`src/rtl/defines.sv`:
```
// Shared game-wide constants and the collision event encoding.
package defines;

  localparam int LIFE_INIT               = 3;
  localparam int COOLDOWN_FRAMES_DEFAULT = 8;

  typedef enum logic [2:0] {
    EVT_NONE   = 3'd0,
    EVT_BOTTOM = 3'd1,
    EVT_BAD    = 3'd2,
    EVT_GOOD   = 3'd3,
    EVT_BOUNCE = 3'd4
  } evt_kind_t;

  typedef struct packed {
    logic bottom;
    logic bad;
    logic good;
    logic bounce;
  } hits_t;

  typedef enum logic {
    ST_IDLE,
    ST_OFFER
  } sched_state_t;

  // Priority order: BOTTOM > BAD > GOOD > BOUNCE.
  function automatic evt_kind_t pick_event(input hits_t h);
    if (h.bottom)      return EVT_BOTTOM;
    else if (h.bad)    return EVT_BAD;
    else if (h.good)   return EVT_GOOD;
    else if (h.bounce) return EVT_BOUNCE;
    else               return EVT_NONE;
  endfunction

  // Pending bits retired when an event is accepted; a lost ball retires everything.
  function automatic hits_t accept_clear(input evt_kind_t k);
    hits_t m;
    m = '0;
    case (k)
      EVT_BOTTOM: m = '1;
      EVT_BAD:    m.bad = 1'b1;
      EVT_GOOD:   m.good = 1'b1;
      EVT_BOUNCE: m.bounce = 1'b1;
      default:    m = '0;
    endcase
    return m;
  endfunction

endpackage

```
`src/rtl/collision_cooldown.sv`:
```
// Frame-counted cooldown: blocks obstacle captures for COOLDOWN_FRAMES frame starts after a load.
module collision_cooldown #(
  parameter int COOLDOWN_FRAMES = 8
) (
  input  logic clk,
  input  logic reset,
  input  logic load,
  input  logic startOfFrame,
  input  logic flush,
  output logic active
);

  localparam int W = $clog2(COOLDOWN_FRAMES + 2);

  logic [W-1:0] count;

  // NOTE: sequential state uses <= so every flop samples pre-edge values.
  always_ff @(posedge clk) begin
    if (reset || flush)
      count <= '0;
    else if (load)
      count <= W'(COOLDOWN_FRAMES);
    else if (startOfFrame && count != '0)
      count <= count - W'(1);
  end

  assign active = (count != '0);

endmodule

```
`src/rtl/collision_scheduler.sv`:
```
// Turns per-frame collision flags into one prioritized valid/ready event at a time.
// Optional COLLISION_STATS_EN adds a saturating count of captures dropped by cooldown.
module collision_scheduler
  import defines::*;
#(
  parameter int COOLDOWN_FRAMES = COOLDOWN_FRAMES_DEFAULT
) (
  input  logic      clk,
  input  logic      reset,
  input  logic      startOfFrame,
  input  logic      pause,
  input  logic      collisionSmileyBorderBottom,
  input  logic      collisionSmileyBorderSide,
  input  logic      collisionSmileyObstacle,
  input  logic      collisionSmileyObstacleGood,
  input  logic      collisionSmileyObstacleBad,
  input  logic      evt_ready,
  output logic      evt_valid,
  output evt_kind_t evt_kind,
  output logic      cooldown_active
`ifdef COLLISION_STATS_EN
  ,
  output logic [7:0] dropped_count
`endif
);

  hits_t        hits_now, sticky, pending, clr;
  sched_state_t state, state_next;
  evt_kind_t    kind_next;
  logic         load_cooldown;
  logic         bottom_accept;
  logic         good_hit, bad_hit;

  assign good_hit = collisionSmileyObstacle && collisionSmileyObstacleGood;
  assign bad_hit  = collisionSmileyObstacle && collisionSmileyObstacleBad;

  always_comb begin
    hits_now.bottom = collisionSmileyBorderBottom;
    hits_now.bad    = bad_hit && !cooldown_active;
    hits_now.good   = good_hit && !cooldown_active;
    hits_now.bounce = collisionSmileyBorderSide;
  end

  // A collision in the frame-boundary cycle belongs to the next frame.
  always_ff @(posedge clk) begin
    if (reset || pause || bottom_accept)
      sticky <= '0;
    else if (startOfFrame)
      sticky <= hits_now;
    else
      sticky <= sticky | hits_now;
  end

  // Ordering the OR after the clear makes a same-cycle set win.
  always_ff @(posedge clk) begin
    if (reset || pause)
      pending <= '0;
    else
      pending <= (pending & ~clr) | (startOfFrame ? sticky : hits_t'('0));
  end

  // NOTE: every always_comb output gets a default first so no latch is inferred.
  always_comb begin
    state_next    = state;
    kind_next     = evt_kind;
    clr           = '0;
    load_cooldown = 1'b0;
    bottom_accept = 1'b0;
    case (state)
      ST_IDLE: begin
        if (pending != '0) begin
          kind_next  = pick_event(pending);
          state_next = ST_OFFER;
        end
      end
      ST_OFFER: begin
        if (evt_ready) begin
          clr           = accept_clear(evt_kind);
          load_cooldown = (evt_kind == EVT_GOOD) || (evt_kind == EVT_BAD);
          bottom_accept = (evt_kind == EVT_BOTTOM);
          state_next    = ST_IDLE;
        end
      end
      default: state_next = ST_IDLE;
    endcase
    if (pause) begin
      state_next = ST_IDLE;
      kind_next  = EVT_NONE;
    end
  end

  always_ff @(posedge clk) begin
    if (reset) begin
      state     <= ST_IDLE;
      evt_valid <= 1'b0;
      evt_kind  <= EVT_NONE;
    end else begin
      state     <= state_next;
      evt_valid <= (state_next == ST_OFFER);
      evt_kind  <= kind_next;
    end
  end

  collision_cooldown #(
    .COOLDOWN_FRAMES(COOLDOWN_FRAMES)
  ) u_cooldown (
    .clk         (clk),
    .reset       (reset),
    .load        (load_cooldown),
    .startOfFrame(startOfFrame),
    .flush       (pause),
    .active      (cooldown_active)
  );

`ifdef COLLISION_STATS_EN
  // Survives pause so the controller can read totals across a paused game.
  always_ff @(posedge clk) begin
    if (reset)
      dropped_count <= '0;
    else if ((good_hit || bad_hit) && cooldown_active && dropped_count != 8'hFF)
      dropped_count <= dropped_count + 8'd1;
  end
`endif

endmodule

```
`config.mk`:
```
export PLATFORM = sky130hd
export DESIGN_NAME = collision_scheduler
export DESIGN_NICKNAME = d
export VERILOG_FILES = /design/src/rtl/defines.sv /design/src/rtl/collision_cooldown.sv /design/src/rtl/collision_scheduler.sv
export SDC_FILE = /design/constraint.sdc
export NUM_CORES = 1
export LEC_CHECK = 0
export BUFFER_PORTS_ARGS = -buffer_cell sky130_fd_sc_hd__buf_4
export CAP_MARGIN = 20
export CELL_PAD_IN_SITES_DETAIL_PLACEMENT = 1
export CELL_PAD_IN_SITES_GLOBAL_PLACEMENT = 1
export CORE_MARGIN = 3
export CORE_UTILIZATION = 37
export CTS_CLUSTER_DIAMETER = 100
export DETAILED_ROUTE_END_ITERATION = 12
export PLACE_DENSITY = 0.83
export SYNTH_ARGS = -nofsm -noshare
export SYNTH_HDL_FRONTEND = slang
export SYNTH_SLANG_ARGS = --single-unit
export TNS_END_PERCENT = 20
```
`constraint.sdc`:
```
create_clock -name clk -period 2.4 [get_ports clk]
set_clock_uncertainty 0.1 [all_clocks]
set_input_delay 0.36 -clock clk [delete_from_list [all_inputs] [get_ports clk]]
set_output_delay 0.36 -clock clk [all_outputs]
set_load 0.02 [all_outputs]
```
==> Word level (Yosys, flattened, before mapping) <==
Cells that the tools add are included.
{ "totals": {"input_bits": 10, "elab_cells": 61, "out_inout_bits": 5, "ff_bits": 16} }
{ "classes": {"muxes": 21, "addsub": 1, "n_eq_ne": 4, "reduce_logical": 18, "bitwise": 5} }
{ "ops": {"columns": ["operator", "count"], "rows": [
  ["$mux 4", 6],
  ["$mux 3", 4],
  ["$mux 1", 10],
  ["$reduce_or 2->1", 5],
  ["$or 4x4->4", 2],
  ["$reduce_bool 4->1", 2],
  ["$eq 3x2->1 const B", 2],
  ["$logic_and 1x1->1", 5],
  ["$and 4x4->4", 1],
  ["$not 4->4", 1],
  ["$sub 4x1->4 const B", 1],
  ["$eq 3x1->1 const B", 1],
  ["$eq 3x3->1 const B", 1],
  ["$logic_or 1x1->1", 3],
  ["$pmux 1 s2", 1],
  ["$reduce_and 2->1", 1],
  ["$reduce_bool 2->1", 1],
  ["$logic_not 1->1", 1],
  ["$not 1->1", 1]
]} }

==> Logic depth before layout (Yosys ltp) <==
Gate-level depths: netlist (run 1).
{ "depth": {"ltp_word": 8, "depth_mapped": 6, "mapped_depth_nobuf": 6} }

==> Modules after synthesis <==
Synthesis (run 1) repeated with hierarchy kept, for this count alone.
{ "unflattened": {"hier_cells": 83, "area_unflattened_um2": 721.9} }
{ "modules_own_cells": {"columns": ["mod", "area_per_inst_um2", "seq_area_each_um2", "instances", "cells_per_inst"], "rows": [
  ["collision_scheduler", 496.7, 240.2, 1, 58],
  ["collision_cooldown", 225.2, 80.1, 1, 25]
]} }

==> Worst setup path after synthesis (run 1) <==
No wires, ideal clock.
{ "synth_path": {"kind": "register to output", "startpoint": "register u_cooldown.count[0]", "endpoint": "output cooldown_active", "required_time_ns": 1.940, "path_buffers": 0, "t_arrival_ns": 0.940, "path_stages_with_launch": 5, "slack_ns": 1.000, "path_cell_list": "dfxtp_1 > inv_1 > ha_1 > nor3b_2 > inv_1"} }
{ "synth_between": {"elab_chain_len": 1} }
{ "synth_rtl": {"columns": ["item", "line", "text"], "rows": [
  ["from (decl)", "collision_cooldown.sv:15", "logic [W-1:0] count;"],
  ["from (signal assigned)", "collision_cooldown.sv:22", "count <= W'(COOLDOWN_FRAMES);"],
  ["from (signal assigned)", "collision_cooldown.sv:24", "count <= count - W'(1);"],
  ["$reduce_bool 4->1", "collision_cooldown.sv:27", "assign active = (count != '0);"],
  ["to (decl)", "collision_scheduler.sv:20", "output logic cooldown_active"]
]} }
Every way passes these cells.

==> Worst setup path in the final report (run 1) <==
Ends and elaborated chain as after synthesis.

==> summary.md, run 1 <==
| Metric | Value |
|---|---|
| Peak supply drop | `0.301 mV` |
| Commonest non-fill, non-tap cell in the layout | `dfxtp_1` |
| Largest area contributor in the netlist | `dfxtp_1` |
| Max frequency | `509 MHz` |
| Total number of H-tree levels | `1` |
| Post-DRT Antenna Nets | `0` |
| Die area | `0.00246 mm²` |
| Period utilization | `81.8%` |
| Fin. max-slew vios | `0` |
| Crit-path max FO | `4` |
| Via density | `5.28` |
| Pwr dens | `575 mW/mm²` |
| DR DRC count | `0` |
| CTS tree | `yes` |
| WP data required | `1.94 ns` |
| Global route overflow | `0` |
| RSZ-0062 raised after global routing | `no` |
| Crit path kind | `reg2out` |
| Die W | `49.6 µm` |
| Routed WL | `1760 µm` |
| Worst Hold Launch | `collisionSmileyBorderSide` |
| Leakage power | `0.334 nW` |
| Layout fillers | `228` |
| Share of layout cells above drive strength 1 | `22.7%` |
| Reg2reg start | `state` |
| CTS clock-pin slew for the worst setup and hold paths | `0.10 ns` |
| Worst setup EP type | `primary output` |
| Crit path DAT | `1.50 ns` |
| Via count | `644` |
| Synth async-reset ratio | `0%` |
| Post-synth EDFFs | `0` |
| IO buf count | `14` |
| Post-CTS Setup Inserts | `0` |
| Root Driver | `clkbuf_4` |
| Row count | `15` |
| N_diodes | `0` |
| Crit path to | `cooldown_active` |
| Mapped Nets | `93` |
| Hpwl dp | `1320 µm` |
| Hold Path Class | `in2reg` |
| Clk sink count | `16` |
| Commonest non-fill, non-tap cells in the layout | `dfxtp_1 (16), buf_4 (14), a21oi_1 (12)` |
| Fin cells | `122` |
| Outcome | `finished clean` |
| Sum of negative setup slack | `0 ns` |
| Vias in the first global route | `650` |
| DR pass1 iterations | `5` |
| Post-layout min period | `1.96 ns` |
| Final hold viol count | `0` |
| Least-Margin Pin Slew | `0.459 ns` |
| Num CTS Buffers | `3` |
| Slew margin rel. | `69.1%` |
| Critical path origin | `u_cooldown.count[0]` |
| GRT Util Overall | `16.3%` |
| Starting density of the core | `39.8%` |
| Cell count after placement | `118` |
| Wire length per cell | `14.4 µm` |
| Reg-to-reg endpoint | `sticky[3]` |
| Final net count | `109` |
| Final weighted congestion of routability-driven global placement | `0.767` |
| Synth Flop Type | `dfxtp_1` |
| Drt initial violations | `9` |
| Warnings, synthesis | `0` |
| Final setup fails | `0` |
| Initial antenna violation count | `0` |
| Post-route core utilization | `48.8%` |
| Mapped cell area | `702 µm²` |
| Sequential fraction of the synthesis area | `45.6%` |
| Resize count post-CTS | `0` |
| Core Area | `0.00176 mm²` |
| Synthesized area per cell | `8.56 µm²` |
| Synthesis-to-layout area growth | `22.6%` |
| Share of the synthesized area in the top cell type | `45.6%` |
| Pin count of the biggest net entering global routing | `12` |
| Worst hold margin | `0.177 ns` |
| Die Y | `49.6 µm` |
| Synthesis-stage register bit count | `16` |
| Crit path launch type | `flop` |
| Library cells used by synthesis | `26` |
| Ranking of synthesized cells by area | `dfxtp_1 (46%), a21oi_1 (8.6%), nor2_1 (5.3%)` |
| Worst R2R Setup Slack | `0.89 ns` |
| Worst-Skew Late Latency | `0.29 ns` |
| Clk buf depth | `2` |
| Synth Instances | `82` |
| Global-route wire length before repair | `3030 µm` |
| Max-Cap Viols | `0` |
| I/O pin count | `15` |
| Worst Reg-to-Reg Cells | `3` |
| Post-CTS Hold Fix Bufs | `0` |
layer usage:
metal  vias up  GRT usage (%)  routed length [µm]  share of wire, %
li1        324              -                   -                 -
met1       304           18.8                 757                43
met2        14           27.1                 905                51
met3         2           5.74                  82               4.7
met4         0           6.91                  17              0.96
met5         -              0                   0                 0
power breakdown:
| part | internal [mW] | switching (mW) |
|---|---|---|
| logic | 0.0195 | 0.0188 |
| registers | 0.270 | 0.00420 |
| clock network | 0.0925 | 0.0905 |
sequential cells by signal, indices dropped and copies added, names as in the netlist:
register,count
pending,4
sticky,4
u_cooldown.count,4
evt_kind,3
state,1
cell usage after synthesis (all sizes together) (2+ instances only):
library cell  count
nor3              3
nand2             7
dfxtp            16
nand4b            3
a21oi            12
o31ai             2
clkbuf            2
nor2             10
xnor2             2
inv               5
o21ai             5
a32oi             2
stage by stage:
stage / area (µm²) / setup WS, ns / power [mW]
floorplan: 702 / 1.00 / 0.300
global placement: 825 / 0.841 / 0.317
detailed placement: 825 / 0.767 / 0.318
CTS: 861 / 0.430 / 0.501
global route: 861 / 0.296 / 0.518
finish: 861 / 0.436 / 0.495
critical path: stages (launching register included):
cell     delay [ns]
dfxtp_1        0.33
inv_1          0.07
ha_1           0.21
nor3b_2        0.28
inv_1          0.13
buf_4          0.18
logic make-up (layout without fill, tap and decap cells):
logic type / Yosys count / count (layout) / synth area share [%]
multiplexers: 1 / 1 / 1.43
flip-flops: 16 / 16 / 45.6
buffers and inverters: 8 / 23 / 4.63
AO/OA/AOI/OAI: 25 / 25 / 21.6
AND/OR/NAND/NOR: 29 / 29 / 22.5
XOR/XNOR: 2 / 2 / 2.50
adder cells (fa/ha/maj): 1 / 1 / 1.78
cell type report:
type                       instances  area (µm²)  area share (%)
timing repair buffer              14         105            12.2
tap                               25        31.3            3.63
inverter                           5        18.8            2.18
clock buffer                       4        36.3            4.22
sequential                        16         320            37.2
multi-input combinational         58         349            40.6
worst min-delay path by stage:
stage                       to  slack, ns  depth (start not counted)
detailed placement  pending[0]       0.36                          2
global placement    pending[2]       0.35                          2
finish               sticky[0]       0.18                          3
floorplan           pending[2]       0.33                          2
CTS                  sticky[0]       0.17                          3
global route         sticky[0]       0.18                          3
Note: power is estimated with default switching activity, not from simulation.
==> run 2: changes to the inputs <==
==> constraint.sdc (replaced) <==
create_clock -name clk -period 1.95 [get_ports clk]
set_clock_uncertainty 0.1 [all_clocks]
set_input_delay 0.2925 -clock clk [delete_from_list [all_inputs] [get_ports clk]]
set_output_delay 0.2925 -clock clk [all_outputs]
set_load 0.02 [all_outputs]
==> run 2 against run 1 <==
Power increased by 13%. Sequential cell count is the same. Count of clock-buffer cells in the layout is 1 lower. Sequential share of layout area unchanged. Largest cell class unchanged. Critical path depth stayed put. Die area did not move. Wire length decreased by 0.96%.
==> summary.md, run 2 (synthesis gave the netlist of run 1 again) <==
| Metric | Value |
|---|---|
| Final setup fails | `0` |
| Sw frac | `23.3%` |
| Pin count of the biggest net entering global routing | `12` |
| Final weighted congestion of routability-driven global placement | `0.747` |
| Reg2reg start | `state` |
| CP max stage delay | `0.33 ns` |
| Place WS | `0.390 ns` |
| N_diodes | `0` |
| Period utilization | `92.6%` |
| Outcome | `finished clean` |
| Commonest non-fill, non-tap cells in the layout | `dfxtp_1 (16), buf_4 (15), a21oi_1 (12)` |
| Sum of negative setup slack | `0 ns` |
| Share of layout cells above drive strength 1 | `22.7%` |
| I/O pin count | `15` |
| Global route overflow | `0` |
| Least-Margin Pin Slew | `0.438 ns` |
| Crit-path max FO | `4` |
| Synthesis-to-layout area growth | `22.6%` |
| Layout fillers | `233` |
| Reg-to-reg endpoint | `sticky[3]` |
| Die area | `0.00246 mm²` |
| Hold Path Class | `in2reg` |
| Commonest non-fill, non-tap cell in the layout | `dfxtp_1` |
| DR pass1 iterations | `3` |
| Hpwl dp | `1320 µm` |
| Busiest grt layer | `met2` |
| GR Util met2 | `28.9%` |
| Worst Reg-to-Reg Cells | `3` |
| Post-DRT Antenna Nets | `0` |
| Peak supply drop | `0.279 mV` |
| DR DRC count | `0` |
| Clk buf depth | `2` |
| Num CTS Buffers | `3` |
| Global-route wire length before repair | `3080 µm` |
| Routed WL | `1750 µm` |
| Sequential power share | `60.5%` |
| Row count | `15` |
| Worst hold margin | `0.113 ns` |
| CP most frequent cell | `inv_1` |
| Final net count | `110` |
| Pwr dens | `648 mW/mm²` |
| Worst R2R Setup Slack | `0.49 ns` |
| Die Y | `49.6 µm` |
| Worst-Skew Late Latency | `0.29 ns` |
| GRT Util Overall | `16.7%` |
| Global-route track usage on met3 | `3.63%` |
| Wire length per cell | `14.3 µm` |
| Die W | `49.6 µm` |
| Stages on worst setup path | `5` |
| IO buf count | `14` |
| Core Area | `0.00176 mm²` |
| Post-layout min period | `1.81 ns` |
| Worst hold stages | `3` |
| Post-route setup slack | `0.144 ns` |
| Fin. max-slew vios | `0` |
| Slowest cell on crit path | `dfxtp_1` |
| Max-Cap Viols | `0` |
| Leakage power | `0.335 nW` |
| Clock power frac | `31.2%` |
| Final hold viol count | `0` |
| Combinational power share | `8.4%` |
| Starting density of the core | `39.8%` |
| WP data required | `1.56 ns` |
| Total number of H-tree levels | `1` |
| Via density | `5.37` |
| Grt met1 use | `18.7%` |
| Critical path buffers and inverters | `3` |
| Crit path launch type | `flop` |
| Initial antenna violation count | `0` |
| Net Sw Power | `0.130 mW` |
| Clk sink count | `16` |
| Root Driver | `clkbuf_4` |
| Max frequency | `554 MHz` |
| Worst-path cell chain | `inv_1, ha_1, nor3b_4, inv_1, buf_4` |
| Via count | `655` |
| CTS tree | `yes` |
| Biggest regs | `pending: 4 flops, sticky: 4 flops, u_cooldown.count: 4 flops` |
| CTS clock-pin slew for the worst setup and hold paths | `0.09 ns` |
| Post-route core utilization | `48.8%` |
| Crit path kind | `reg2out` |
| Post-CTS Hold Fix Bufs | `0` |
| Worst Hold Launch | `collisionSmileyBorderSide` |
| Power Internal | `0.428 mW` |
| Drt initial violations | `3` |
| Cell family with most CP delay | `buffers and inverters` |
| Vias in the first global route | `688` |
| Crit path DAT | `1.41 ns` |
| Slew margin rel. | `70.5%` |
| Total power draw | `0.558 mW` |
| Worst setup EP type | `primary output` |
| RSZ-0062 raised after global routing | `no` |
| Hold EP | `sticky[0]` |
==> run 2: layer usage <==
| layer | share of wire, % | vias to the layer above |
|---|---|---|
| met1 | 43 | 318 |
| met4 | 1.8 | 0 |
| met5 | 0 | - |
| li1 | - | 325 |
| met2 | 53 | 8 |
| met3 | 2.2 | 4 |
==> run 2: worst max-delay path by stage <==
stage	start	slack (ns)	end
floorplan	u_cooldown.count[0]	0.55	u_cooldown.count[1]
global placement	u_cooldown.count[0]	0.46	cooldown_active
detailed placement	u_cooldown.count[0]	0.39	cooldown_active
global route	u_cooldown.count[0]	0.03	cooldown_active
CTS	u_cooldown.count[0]	0.06	cooldown_active
finish	u_cooldown.count[0]	0.14	cooldown_active
==> run 2: tightest hold or removal path, cell delays in order <==
cell and delay (ns):
buf_4 0.08, a21oi_1 0.03, nor2_1 0.07
==> run 2: per-stage QoR <==
stage | std cells | area (µm²)
final | 122 | 861
after global routing | 122 | 861
after CTS | 121 | 847
after detailed placement | 118 | 825
after global placement | 118 | 825
after floorplan | 82 | 702
==> run 2: area by class of cell <==
cell class | instances | area, µm² | share of cell area, %
inverters | 5 | 18.8 | 2.18
flip-flops and latches | 16 | 320 | 37.2
repair buffers | 15 | 113 | 13.1
well taps | 25 | 31.3 | 3.63
multi-input cells | 58 | 355 | 41.3
clock buffers | 3 | 22.5 | 2.62
==> run 2: power by group through the flow <==
| stage | Clock, mW | Sequential [mW] | Combinational [mW] |
|---|---|---|---|
| 2_1_floorplan | 0 | 0.344 | 0.0249 |
| 4_1_cts | 0.181 | 0.337 | 0.0474 |
| 3_3_place_gp | 0 | 0.344 | 0.0456 |
| 5_1_grt | 0.197 | 0.338 | 0.0523 |
| 3_5_place_dp | 0 | 0.345 | 0.0469 |
| 6_report | 0.174 | 0.337 | 0.0466 |
==> run 2: what timing repair did <==
item,CTS,global route
buffers inserted,0,1
setup endpoints to repair,0,1
gates resized for setup,0,1
==> run 3: changes to the inputs <==
--- a/config.mk
+++ b/config.mk
@@ -7,13 +7,11 @@
 export LEC_CHECK = 0
 export BUFFER_PORTS_ARGS = -buffer_cell sky130_fd_sc_hd__buf_4
 export CAP_MARGIN = 20
-export CELL_PAD_IN_SITES_DETAIL_PLACEMENT = 1
-export CELL_PAD_IN_SITES_GLOBAL_PLACEMENT = 1
 export CORE_MARGIN = 3
 export CORE_UTILIZATION = 37
 export CTS_CLUSTER_DIAMETER = 100
 export DETAILED_ROUTE_END_ITERATION = 12
-export PLACE_DENSITY = 0.83
+export PLACE_DENSITY = 0.67
 export SYNTH_ARGS = -nofsm -noshare
 export SYNTH_HDL_FRONTEND = slang
 export SYNTH_SLANG_ARGS = --single-unit
==> run 3 against run 2 <==
Largest power group unchanged. Highest routed layer unchanged. First-iteration DRC count down 33%. Clock power rose by 29%. Maximum frequency fell by 2.3%.
==> summary.md, run 3 (synthesis gave the netlist of run 1 again) <==
| Metric | Value |
|---|---|
| Outcome | `finished clean` |
| Clock power frac | `37.0%` |
| Total number of H-tree levels | `1` |
| DR DRC count | `0` |
| Share of layout cells above drive strength 1 | `23.5%` |
| Routed WL | `1430 µm` |
| Place WS | `0.403 ns` |
| Critical path origin | `u_cooldown.count[0]` |
| Max-Cap Viols | `0` |
| Sequential power share | `55.4%` |
| Crit path DAT | `1.46 ns` |
| Worst Reg-to-Reg Cells | `3` |
| Pwr dens | `694 mW/mm²` |
| Row count | `15` |
| Post-DRT Antenna Nets | `0` |
| Commonest non-fill, non-tap cell in the layout | `dfxtp_1` |
| Vias in the first global route | `578` |
| Core Area | `0.00176 mm²` |
| Crit-path max FO | `4` |
| Crit path launch type | `flop` |
| Crit path to | `cooldown_active` |
| IO buf count | `14` |
| Sw frac | `22.7%` |
| Starting density of the core | `39.8%` |
| Worst R2R Setup Slack | `0.51 ns` |
| Slowest cell on crit path | `dfxtp_1` |
| Post-route setup slack | `0.101 ns` |
| Root Driver | `clkbuf_4` |
| Commonest non-fill, non-tap cells in the layout | `dfxtp_1 (16), buf_4 (15), a21oi_1 (12)` |
| Die area | `0.00246 mm²` |
| Pin count of the biggest net entering global routing | `12` |
| Leakage power | `0.343 nW` |
| Wire length per cell | `11.6 µm` |
| CTS tree | `yes` |
| Grt met1 use | `15.8%` |
| CTS clock-pin slew for the worst setup and hold paths | `0.09 ns` |
| Global-route track usage on met3 | `2.72%` |
| Hold Path Class | `in2reg` |
| Drt initial violations | `2` |
| Combinational power share | `7.5%` |
| DR pass1 iterations | `2` |
| Global-route wire length before repair | `2460 µm` |
| Final hold viol count | `0` |
| Post-layout min period | `1.85 ns` |
| GR Util met2 | `20.0%` |
| Num CTS Buffers | `3` |
| Period utilization | `94.8%` |
| Slew margin rel. | `66.9%` |
| Clk buf depth | `2` |
| Peak supply drop | `0.385 mV` |
| Via density | `5.12` |
| CP max stage delay | `0.33 ns` |
| Net Sw Power | `0.138 mW` |
| Biggest regs | `pending: 4 flops, sticky: 4 flops, u_cooldown.count: 4 flops` |
| Crit path kind | `reg2out` |
| Final setup fails | `0` |
| Reg2reg start | `state` |
| Synthesis-to-layout area growth | `24.6%` |
| WP data required | `1.56 ns` |
| I/O pin count | `15` |
| Least-Margin Pin Slew | `0.492 ns` |
| Hpwl dp | `1040 µm` |
| Worst-path cell chain | `inv_1, ha_1, nor3b_4, inv_1, buf_4` |
| Final weighted congestion of routability-driven global placement | `0.760` |
| Reg-to-reg endpoint | `sticky[0]` |
| Worst-Skew Late Latency | `0.29 ns` |
| Total power draw | `0.607 mW` |
| Global route overflow | `0` |
| Power Internal | `0.470 mW` |
| Worst setup EP type | `primary output` |
| Busiest grt layer | `met2` |
| Final net count | `110` |
| N_diodes | `0` |
| CP most frequent cell | `inv_1` |
| Max frequency | `541 MHz` |
| Initial antenna violation count | `0` |
| Fin. max-slew vios | `0` |
| Die W | `49.6 µm` |
| Clk sink count | `16` |
| Die Y | `49.6 µm` |
| GRT Util Overall | `13.0%` |
| Via count | `630` |
## run 3: changes by cell type in the layout (fill, tap and decap cells not counted), sizes merged
cell / previous run / this run
clkbuf: 3 / 4
## run 3: power groups by stage
stage / logic (mW) / registers, mW / clock network, mW
global route: 0.0509 / 0.338 / 0.246
CTS: 0.0460 / 0.337 / 0.228
floorplan: 0.0249 / 0.344 / 0
finish: 0.0457 / 0.337 / 0.225
global placement: 0.0454 / 0.344 / 0
detailed placement: 0.0459 / 0.344 / 0
## run 3: how the worst min path moves through the flow
| stage | from | cells after the start | endpoint | slack, ns |
|---|---|---|---|---|
| floorplan | collisionSmileyBorderSide | 2 | sticky[0] | 0.31 |
| global placement | sticky[3] | 2 | pending[3] | 0.35 |
| detailed placement | sticky[3] | 2 | pending[3] | 0.36 |
| CTS | collisionSmileyBorderBottom | 3 | sticky[3] | 0.1 |
| global route | collisionSmileyBorderBottom | 3 | sticky[3] | 0.13 |
| finish | collisionSmileyBorderBottom | 3 | sticky[3] | 0.10 |
## run 3: area by class of cell
| cell class | count | area (µm²) |
|---|---|---|
| clock buffer | 4 | 36.3 |
| multi-input combinational | 58 | 355 |
| timing repair buffer | 15 | 113 |
| inverter | 5 | 18.8 |
| fill | 194 | 890 |
| tap | 25 | 31.3 |
| sequential | 16 | 320 |
## run 3: metrics by stage
| stage | instances | cell area (µm²) | TNS (ns) | hold slack [ns] | utilization [%] |
|---|---|---|---|---|---|
| floorplan | 82 | 702 | 0 | 0.310 | - |
| global placement | 118 | 825 | 0 | 0.355 | 46.7 |
| detailed placement | 118 | 825 | 0 | 0.360 | 46.7 |
| CTS | 122 | 861 | 0 | 0.0994 | 48.8 |
| global route | 123 | 875 | -0.00828 | 0.127 | 49.6 |
| finish | 123 | 875 | 0 | 0.101 | 49.6 |
## run 3: repair_timing
action,CTS,global route
resized for setup,0,1
setup buffers,0,1
endpoints found under the setup margin,0,1
hold buffers,0,0
## run 3: critical path: cells and delay by family, from the launching register on
kind / cells / cell delay [ns]
adder cells (fa/ha/maj): 1 / 0.21
AND/OR/NAND/NOR: 1 / 0.26
flip-flops: 1 / 0.33
buffers and inverters: 3 / 0.37
## run 3: layer usage
metal | vias to the layer above | share of wire [%] | wire length, µm
li1 | 325 | - | -
met1 | 292 | 47 | 677
met2 | 8 | 47 | 666
met3 | 5 | 3.0 | 43
met4 | 0 | 2.8 | 40
met5 | - | 0 | 0
